===== src/rtl/rip_bp_update_queue_pkg.sv =====
// rip_branch_predictor_const: shared branch predictor types and constants used by the update queue.
package rip_branch_predictor_const;
    localparam int BP_INDEX_W = 8;
    typedef logic [BP_INDEX_W-1:0] bp_index_t;
    typedef logic [1:0] bp_weight_t;
    localparam bp_weight_t STRONGLY_NOT_TAKEN = 2'd0;
    localparam bp_weight_t WEAKLY_NOT_TAKEN = 2'd1;
    localparam bp_weight_t WEAKLY_TAKEN = 2'd2;
    localparam bp_weight_t STRONGLY_TAKEN = 2'd3;
    localparam int BPQ_DEPTH = 4;
    typedef struct packed {
        bp_index_t index;
        bp_weight_t weight;
        logic pred;
    } bpq_entry_t;
endpackage


===== src/rtl/rip_bp_update_queue_if.sv =====
// rip_bp_update_queue_if: fetch push / execute resolve inputs and predictor update / status outputs.
// slave = queue side, master = pipeline/predictor side.
interface rip_bp_update_queue_if #(parameter int DEPTH = rip_branch_predictor_const::BPQ_DEPTH);
    import rip_branch_predictor_const::*;
    localparam int PTR_W = $clog2(DEPTH);
    logic push;
    bp_index_t push_index;
    bp_weight_t push_weight;
    logic push_pred;
    logic resolve;
    logic resolve_taken;
    logic stall;
    logic flush;
    logic full;
    logic empty;
    logic [PTR_W:0] count;
    logic update;
    bp_index_t update_index;
    bp_weight_t update_weight;
    logic actual;
    logic mispredict;
    logic err_overflow;
    logic err_underflow;
    modport slave (
        input push, push_index, push_weight, push_pred, resolve, resolve_taken, stall, flush,
        output full, empty, count, update, update_index, update_weight, actual, mispredict,
        err_overflow, err_underflow
    );
    modport master (
        output push, push_index, push_weight, push_pred, resolve, resolve_taken, stall, flush,
        input full, empty, count, update, update_index, update_weight, actual, mispredict,
        err_overflow, err_underflow
    );
endinterface


===== src/rtl/rip_bpq_storage.sv =====
// rip_bpq_storage: DEPTH x bpq_entry_t register file, one write port, one asynchronous read port.
// Ports: clk, we/waddr/wdata write port, raddr/rdata read port. Contents are not reset.
module rip_bpq_storage
    import rip_branch_predictor_const::*;
#(
    parameter int DEPTH = BPQ_DEPTH,
    localparam int PTR_W = $clog2(DEPTH)
) (
    input  logic             clk,
    input  logic             we,
    input  logic [PTR_W-1:0] waddr,
    input  bpq_entry_t       wdata,
    input  logic [PTR_W-1:0] raddr,
    output bpq_entry_t       rdata
);
    bpq_entry_t mem [DEPTH];
    always_ff @(posedge clk) begin
        if (we) mem[waddr] <= wdata;
    end
    assign rdata = mem[raddr];
endmodule


===== src/rtl/rip_bp_update_queue.sv =====
// rip_bp_update_queue: in-order queue of branch predictions awaiting resolution; emits registered predictor updates.
// Ports: clk, rstn (async active-low), bus (rip_bp_update_queue_if.slave) carrying push/resolve/stall/flush
// inputs and full/empty/count/update/mispredict/error outputs.
module rip_bp_update_queue
#(
    parameter int DEPTH = rip_branch_predictor_const::BPQ_DEPTH,
    localparam int PTR_W = $clog2(DEPTH)
) (
    input logic clk,
    input logic rstn,
    rip_bp_update_queue_if.slave bus
);
    import rip_branch_predictor_const::*;
    logic [PTR_W-1:0] wptr, rptr;
    logic [PTR_W:0] count;
    logic full, empty, pop_ok, push_ok, flush_ok, overflow_try;
    logic update, actual, mispredict, err_overflow, err_underflow;
    bp_index_t update_index;
    bp_weight_t update_weight;
    bpq_entry_t head, wentry;
    assign full = count == (PTR_W+1)'(DEPTH);
    assign empty = count == '0;
    assign pop_ok = bus.resolve & ~bus.stall & ~empty;
    assign push_ok = bus.push & ~bus.stall & ~bus.flush & (~full | pop_ok);
    assign flush_ok = bus.flush & ~bus.stall;
    // a push discarded by flush is not an overflow; only a genuine full-queue drop is
    assign overflow_try = bus.push & ~bus.stall & ~bus.flush & full & ~pop_ok;
    assign wentry = '{index: bus.push_index, weight: bus.push_weight, pred: bus.push_pred};
    rip_bpq_storage #(.DEPTH(DEPTH)) u_storage (
        .clk   (clk),
        .we    (push_ok),
        .waddr (wptr),
        .wdata (wentry),
        .raddr (rptr),
        .rdata (head)
    );
    always_ff @(posedge clk or negedge rstn) begin
        if (!rstn) begin
            wptr <= '0;
            rptr <= '0;
            count <= '0;
            update <= 1'b0;
            update_index <= '0;
            update_weight <= '0;
            actual <= 1'b0;
            mispredict <= 1'b0;
            err_overflow <= 1'b0;
            err_underflow <= 1'b0;
        end else begin
            update <= pop_ok;
            mispredict <= pop_ok & (head.pred ^ bus.resolve_taken);
            if (pop_ok) begin
                update_index <= head.index;
                update_weight <= head.weight;
                actual <= bus.resolve_taken;
            end
            // the same-cycle pop above still issues its update; flush then clears all state
            if (flush_ok) begin
                wptr <= '0;
                rptr <= '0;
                count <= '0;
            end else begin
                wptr <= wptr + PTR_W'(push_ok);
                rptr <= rptr + PTR_W'(pop_ok);
                count <= count + (PTR_W+1)'(push_ok) - (PTR_W+1)'(pop_ok);
            end
            err_overflow <= err_overflow | overflow_try;
            err_underflow <= err_underflow | (bus.resolve & ~bus.stall & empty);
        end
    end
    assign bus.full = full;
    assign bus.empty = empty;
    assign bus.count = count;
    assign bus.update = update;
    assign bus.update_index = update_index;
    assign bus.update_weight = update_weight;
    assign bus.actual = actual;
    assign bus.mispredict = mispredict;
    assign bus.err_overflow = err_overflow;
    assign bus.err_underflow = err_underflow;
endmodule


===== src/flat_wrapper.sv =====
// flat-port wrapper written by rule: the top's interface ports become plain ports
module rip_bp_update_queue_flat import rip_branch_predictor_const::*;
#(
    parameter int DEPTH = rip_branch_predictor_const::BPQ_DEPTH,
    localparam int PTR_W = $clog2(DEPTH)
)
  (clk, rstn, bus_push, bus_push_index, bus_push_weight, bus_push_pred, bus_resolve, bus_resolve_taken, bus_stall, bus_flush, bus_full, bus_empty, bus_count, bus_update, bus_update_index, bus_update_weight, bus_actual, bus_mispredict, bus_err_overflow, bus_err_underflow);
  rip_bp_update_queue_if #(.DEPTH(DEPTH)) bus_i ();
  input logic clk;
  input logic rstn;
  input wire logic [$bits(bus_i.push)-1:0] bus_push;
  input wire logic [$bits(bus_i.push_index)-1:0] bus_push_index;
  input wire logic [$bits(bus_i.push_weight)-1:0] bus_push_weight;
  input wire logic [$bits(bus_i.push_pred)-1:0] bus_push_pred;
  input wire logic [$bits(bus_i.resolve)-1:0] bus_resolve;
  input wire logic [$bits(bus_i.resolve_taken)-1:0] bus_resolve_taken;
  input wire logic [$bits(bus_i.stall)-1:0] bus_stall;
  input wire logic [$bits(bus_i.flush)-1:0] bus_flush;
  output wire logic [$bits(bus_i.full)-1:0] bus_full;
  output wire logic [$bits(bus_i.empty)-1:0] bus_empty;
  output wire logic [$bits(bus_i.count)-1:0] bus_count;
  output wire logic [$bits(bus_i.update)-1:0] bus_update;
  output wire logic [$bits(bus_i.update_index)-1:0] bus_update_index;
  output wire logic [$bits(bus_i.update_weight)-1:0] bus_update_weight;
  output wire logic [$bits(bus_i.actual)-1:0] bus_actual;
  output wire logic [$bits(bus_i.mispredict)-1:0] bus_mispredict;
  output wire logic [$bits(bus_i.err_overflow)-1:0] bus_err_overflow;
  output wire logic [$bits(bus_i.err_underflow)-1:0] bus_err_underflow;
  assign bus_i.push = bus_push;
  assign bus_i.push_index = bus_push_index;
  assign bus_i.push_weight = bus_push_weight;
  assign bus_i.push_pred = bus_push_pred;
  assign bus_i.resolve = bus_resolve;
  assign bus_i.resolve_taken = bus_resolve_taken;
  assign bus_i.stall = bus_stall;
  assign bus_i.flush = bus_flush;
  assign bus_full = bus_i.full;
  assign bus_empty = bus_i.empty;
  assign bus_count = bus_i.count;
  assign bus_update = bus_i.update;
  assign bus_update_index = bus_i.update_index;
  assign bus_update_weight = bus_i.update_weight;
  assign bus_actual = bus_i.actual;
  assign bus_mispredict = bus_i.mispredict;
  assign bus_err_overflow = bus_i.err_overflow;
  assign bus_err_underflow = bus_i.err_underflow;
  rip_bp_update_queue #(.DEPTH(DEPTH)) u_core (.clk(clk), .rstn(rstn), .bus(bus_i));
endmodule

===== config.mk =====
export PLATFORM = sky130hd
export DESIGN_NAME = rip_bp_update_queue_flat
export DESIGN_NICKNAME = d
export VERILOG_FILES = /design/src/rtl/rip_bp_update_queue_pkg.sv /design/src/rtl/rip_bp_update_queue_if.sv /design/src/rtl/rip_bpq_storage.sv /design/src/rtl/rip_bp_update_queue.sv /design/src/flat_wrapper.sv
export SDC_FILE = /design/constraint.sdc
export NUM_CORES = 1
export LEC_CHECK = 0
export BUFFER_PORTS_ARGS = -buffer_cell sky130_fd_sc_hd__buf_2
export CORE_AREA = 2 2 53 92
export DETAILED_ROUTE_END_ITERATION = 8
export DIE_AREA = 0 0 55 94
export HOLD_SLACK_MARGIN = 0.15
export PLACE_DENSITY = 0.81
export SLEW_MARGIN = 20
export SYNTH_ARGS = -nofsm -noshare
export SYNTH_HDL_FRONTEND = slang
export SYNTH_SLANG_ARGS = --single-unit

===== constraint.sdc =====
create_clock -name clk -period 4.4 [get_ports clk]
set_input_delay 0 -clock clk [delete_from_list [all_inputs] [get_ports clk]]
set_output_delay 0 -clock clk [all_outputs]
set_load 0.05 [all_outputs]

# [Word-level counts from Yosys, hierarchy flattened]
# Memory sizes are Yosys's and may differ from the RTL's.
# Cells that the tools add are included.
[totals] mem_count=1 mem_bits_rw=44 out_inout_bits=20 reg_bits=22 wordCells=41
[classes] n_bitwise=19 n_eq_ne=1 mux=5 n_reduce_logical=1 n_addsub=4
[mem_list] memory="u_core.u_storage.mem" depth=4 width=11 read_ports=1 rd_clocked_by_memory_dff=0 write_ports=1 line="rip_bpq_storage.sv:16" rtl="bpq_entry_t mem [DEPTH];"
[ops] op="1-bit bitwise AND" count=10
[ops] op="1-bit NOT" count=5
[ops] op="2-bit by 1-bit adder with 2-bit output" count=2
[ops] op="2-bit two-way mux" count=2
[ops] op="3-bit by 1-bit adder with 3-bit output" count=1
[ops] op="3-bit == test (second input constant)" count=1
[ops] op="3-bit zero test" count=1
[ops] op="3-bit two-way mux" count=1
[ops] op="1-bit bitwise OR" count=3
[ops] op="3-bit by 1-bit subtractor with 3-bit output" count=1
[ops] op="1-bit two-way mux" count=2
[ops] op="1-bit bitwise XOR" count=1

# [Longest topological paths before layout]
[logic_depth] word_depth=8 mapped_depth=8 mapped_depth_nobuf=8

# [Modules after synthesis]
# Synthesis repeated with hierarchy kept, for this count alone.
[hier_totals] cells_unflattened=128 hier_area_um2=2580.0
[modules_own_cells] mod="rip_bpq_storage" cells_per_inst=61 n_inst=1 area_per_inst_um2=1620.3 seq_area_each_um2=1321.3
[modules_own_cells] mod="rip_bp_update_queue" cells_per_inst=67 n_inst=1 area_per_inst_um2=959.7 seq_area_each_um2=550.5

# [Worst setup path before layout]
# No wires, ideal clock.
[synth_path] path_type="register to register" from="register u_core.count[2], in the netlist u_core.bus.count[2]" to="register u_core.count[2], in the netlist u_core.bus.count[2]" setup_ns=0.124 stages_incl_launch_ff=9 path_slack_ns=1.519 arrival_time_ns=2.758 t_required_ns=4.276 n_path_buf=0 cell_sequence="dfrtp_1 > nor3b_2 > a21bo_2 > inv_1 > ha_1 > fa_1 > xnor2_1 > xnor2_1 > nor2_1"
[synth_rtl] element="from (decl)" line="rip_bp_update_queue.sv:15" rtl="logic [PTR_W:0] count;"
[synth_rtl] element="from (signal assigned)" line="rip_bp_update_queue.sv:65" rtl="count <= count + (PTR_W+1)'(push_ok) - (PTR_W+1)'(pop_ok);"
[synth_rtl] element="3-bit == test" line="rip_bp_update_queue.sv:21" rtl="assign full = count == (PTR_W+1)'(DEPTH);"
[synth_rtl] element="net bus_full" line="flat_wrapper.sv:19" rtl="output wire logic [$bits(bus_i.full)-1:0] bus_full;"
[synth_rtl] element="1-bit NOT" line="rip_bp_update_queue.sv:24" rtl="assign push_ok = bus.push & ~bus.stall & ~bus.flush & (~full | pop_ok);"
[synth_rtl] element="1-bit bitwise OR" line="rip_bp_update_queue.sv:24"
[synth_rtl] element="1-bit bitwise AND" line="rip_bp_update_queue.sv:24"
[synth_rtl] element="3-bit by 1-bit adder with 3-bit output" line="rip_bp_update_queue.sv:65"
[synth_rtl] element="3-bit by 1-bit subtractor with 3-bit output" line="rip_bp_update_queue.sv:65"
[synth_rtl] element="3-bit two-way mux" line="rip_bp_update_queue.sv:58" rtl="if (flush_ok) begin"
# The timed path passes the listed nets, and every way through them passes these cells.
# A chain may end at the register's enable or synchronous reset.

# [Worst setup path after layout]
[layout_path] from="register u_core.count[0], in the netlist u_core.bus.count[0]" to="register u_core.count[2], in the netlist u_core.bus.count[2]"
[layout_between] elab_chain_cells=8
[layout_rtl] element="3-bit zero test" line="rip_bp_update_queue.sv:22" rtl="assign empty = count == '0;"
[layout_rtl] element="1-bit NOT" line="rip_bp_update_queue.sv:23" rtl="assign pop_ok = bus.resolve & ~bus.stall & ~empty;"
[layout_rtl] element="1-bit bitwise AND" line="rip_bp_update_queue.sv:23"
[layout_rtl] element="1-bit bitwise OR" line="rip_bp_update_queue.sv:24"
[layout_rtl] element="1-bit bitwise AND" line="rip_bp_update_queue.sv:24"
[layout_rtl] element="3-bit by 1-bit adder with 3-bit output" line="rip_bp_update_queue.sv:65"
[layout_rtl] element="3-bit by 1-bit subtractor with 3-bit output *" line="rip_bp_update_queue.sv:65"
[layout_rtl] element="3-bit two-way mux *" line="rip_bp_update_queue.sv:58"
# Mark *: on every way between the ends. The rest lies on a longest branch, timed or not.

==> run summary <==
status = complete, no violations
Antenna Cells = 0
endpoints failing hold = 0
Synth Cell Area = 2592 um2
Crit-path slowest cell = dfrtp_1
setup TNS after final layout = 0 ns
leading area contributor after synthesis = edfxtp_1
pin count of the biggest net entering global routing = 23
Max stage delay on crit path = 0.45 ns
worst min path class = in2async
Syn Nets = 151
Syn-to-layout area delta = 21.81%
CP Max Fanout = 6
Detail Placement HPWL = 2985 um
CTS clock-pin slew for the worst setup and hold paths = 0.06 ns
Die ar. = 5170 um2
commonest cells in the netlist = edfxtp_1, dfrtp_1, mux4_2
layout cells sized above 1 = 39.39%
worst path required time = 4.61 ns
max-slew violation count = 0
Clock Path Buffers = 2
Crit path depth = 8
actual slew at the worst max-slew pin = 0.9316 ns
CTS tree = built
final period utilization = 48.65%
sequential share of the synthesized area = 72.20%
Synth top area share = 50.97%
Leakage = 1.241 nW
post-cts hold buffer count = 17
delay-heaviest family, CP = simple AND/OR/NAND/NOR gates
Power Density = 631.7 nW/um2
CP Class = reg2reg
first-pass GRT wire length = 7486 um
Fillers = 303
Mean Syn Cell Area = 20.10 um2
clk_lat worst skew = 0.33 ns
Routed Antenna Nets = 0
WP buf/inv = 0
Final min period = 2.141 ns
vias per cell = 5.574
synth top area cells = edfxtp_1, dfrtp_1, mux4_2
# IOs = 38
total power = 0.001995 W
endpoints failing setup = 0
Max Cap Viol = 0
dominant synthesized flop cell = edfxtp_1
Reg area = 1872 um2
grt ovf = 0
#FFs+latches synth = 66
internal reg-to-reg setup slack = 2.26 ns
initial antenna violation count = 0
Chip Height = 94 um
post-DR wirelength/cell = 19.29 um
element type at the critical path start = register
Critical Path AT = 2.35 ns
CTS buffer count = 9
Resize count post-CTS = 0
gr usage total = 22.13%
RSZ-0062 raised after global routing = false
Clock Skew = 0.004524 ns
CP Capture Type = register
cells on worst reg2reg path = 8
Critical Path Most Common Cell = xnor2_1
nets = 216
Core Area = 4404 um2
cells along the critical path = nor3_4 > or3_1 > nand2_1 > ha_1 > fa_1 > xnor2_1 > xnor2_1 > nor2_1
htree depth = 3
DRC Markers = 0
DIE WIDTH = 55 um
library cells used by synthesis = 26
footprint of the multi-input gates = 681.9 um2
highest clock rate = 467.1 MHz
Post-synth EDFFs = 44
DRT Pass-1 Iters = 4
Mapped Cells = 129
initial core utilization = 58.86%
CTS sink count = 66
Slew HR = 37.83%
routed via count = 1388
setup repair bufs after CTS = 0
vias in the first global route = 1500
synth warn = 0
GP Congestion = 0.6349
DRT Wirelength = 4802 um
count leader, synth = edfxtp_1
root buffer cell = clkbuf_8
FFs w/ async S/R, synth = 33.33%
Port Buf Inserts = 37
Peak VDD IR = 439.8 uV
initial DRC count = 28
FP Rows = 32
==> logic make-up after synthesis <==
family                     after synthesis  synth area share, %
AOI/OAI and AO/OA                        3                1.062
xor gates and xnor gates                 5                1.689
adders and majority gates                4                2.220
buffers and inverters                    6                1.496
DFF                                     66                72.20
muxes                                   22                15.78
and+or+nand+nor                         23                5.551
==> flip-flops by register name, summed over array words and instances (netlist names) <==
name	flops
u_core.bus.actual	1
u_core.bus.update_index	8
u_core.bus.mispredict	1
u_core.bus.update_weight	2
u_core.bus.err_underflow	1
u_core.rptr	2
u_core.bus.update	1
u_core.bus.count	3
u_core.wptr	2
u_core.u_storage.mem	44
u_core.bus.err_overflow	1
==> where the power goes <==
part	internal [W]	switching (W)	total, W
logic	0.000277	0.000450	0.000728
clock network	0.000196	0.000202	0.000398
registers	0.000762	0.000108	0.000869
==> cells in the final DEF, fill, tap and decap left out, types with 4 or more instances in the layout <==
cell            n
and2_1          4
buf_2          37
clkbuf_8        9
dfrtp_1        22
dlygate4sd3_1  17
edfxtp_1       44
mux2_4          9
mux4_2         10
nor2_1          4
xnor2_1         5
==> through the flow <==
stage	instance area, um2	hold WS (ns)	utilization [%]	setup WS [ns]	cells
2_1_floorplan	2592	-0.2956	-	1.519	129
3_3_place_gp	2836	-0.01179	64.40	2.376	217
3_5_place_dp	2836	0.005481	64.40	2.255	217
4_1_cts	3158	0.1623	71.70	2.242	249
5_1_grt	3158	0.1741	71.70	2.177	249
6_report	3158	0.1681	71.70	2.259	249
==> cell type report <==
class / count / area share [%]
inverters: 3 / 0.3566
repair buffers: 57 / 11.97
clock buffers: 11 / 4.160
well taps: 51 / 2.021
flip-flops and latches: 66 / 59.27
multi-input cells: 57 / 21.59
clock inverters: 4 / 0.6339
==> worst paths after layout <==
| check | start | to |
|---|---|---|
| min reg2reg | u_core.bus.err_overflow | u_core.bus.err_overflow |
| max reg2reg | u_core.bus.count[0] | u_core.bus.count[2] |
| max in group asynchronous | rstn | u_core.bus.update_index[2] |
| max | u_core.bus.count[0] | u_core.bus.count[2] |
| min | rstn | u_core.bus.update_weight[1] |
| min in group clk | bus_push | u_core.bus.err_overflow |
==> per-layer routing <==
layer / share of wire [%] / GRT usage, % / routed length [um]
met1: 38 / 24.57 / 1825
met2: 56 / 36.61 / 2681
met3: 3.5 / 6.529 / 166
met4: 2.7 / 11.59 / 128
met5: 0 / 0 / 0
Note: power is estimated with default switching activity, not from simulation.
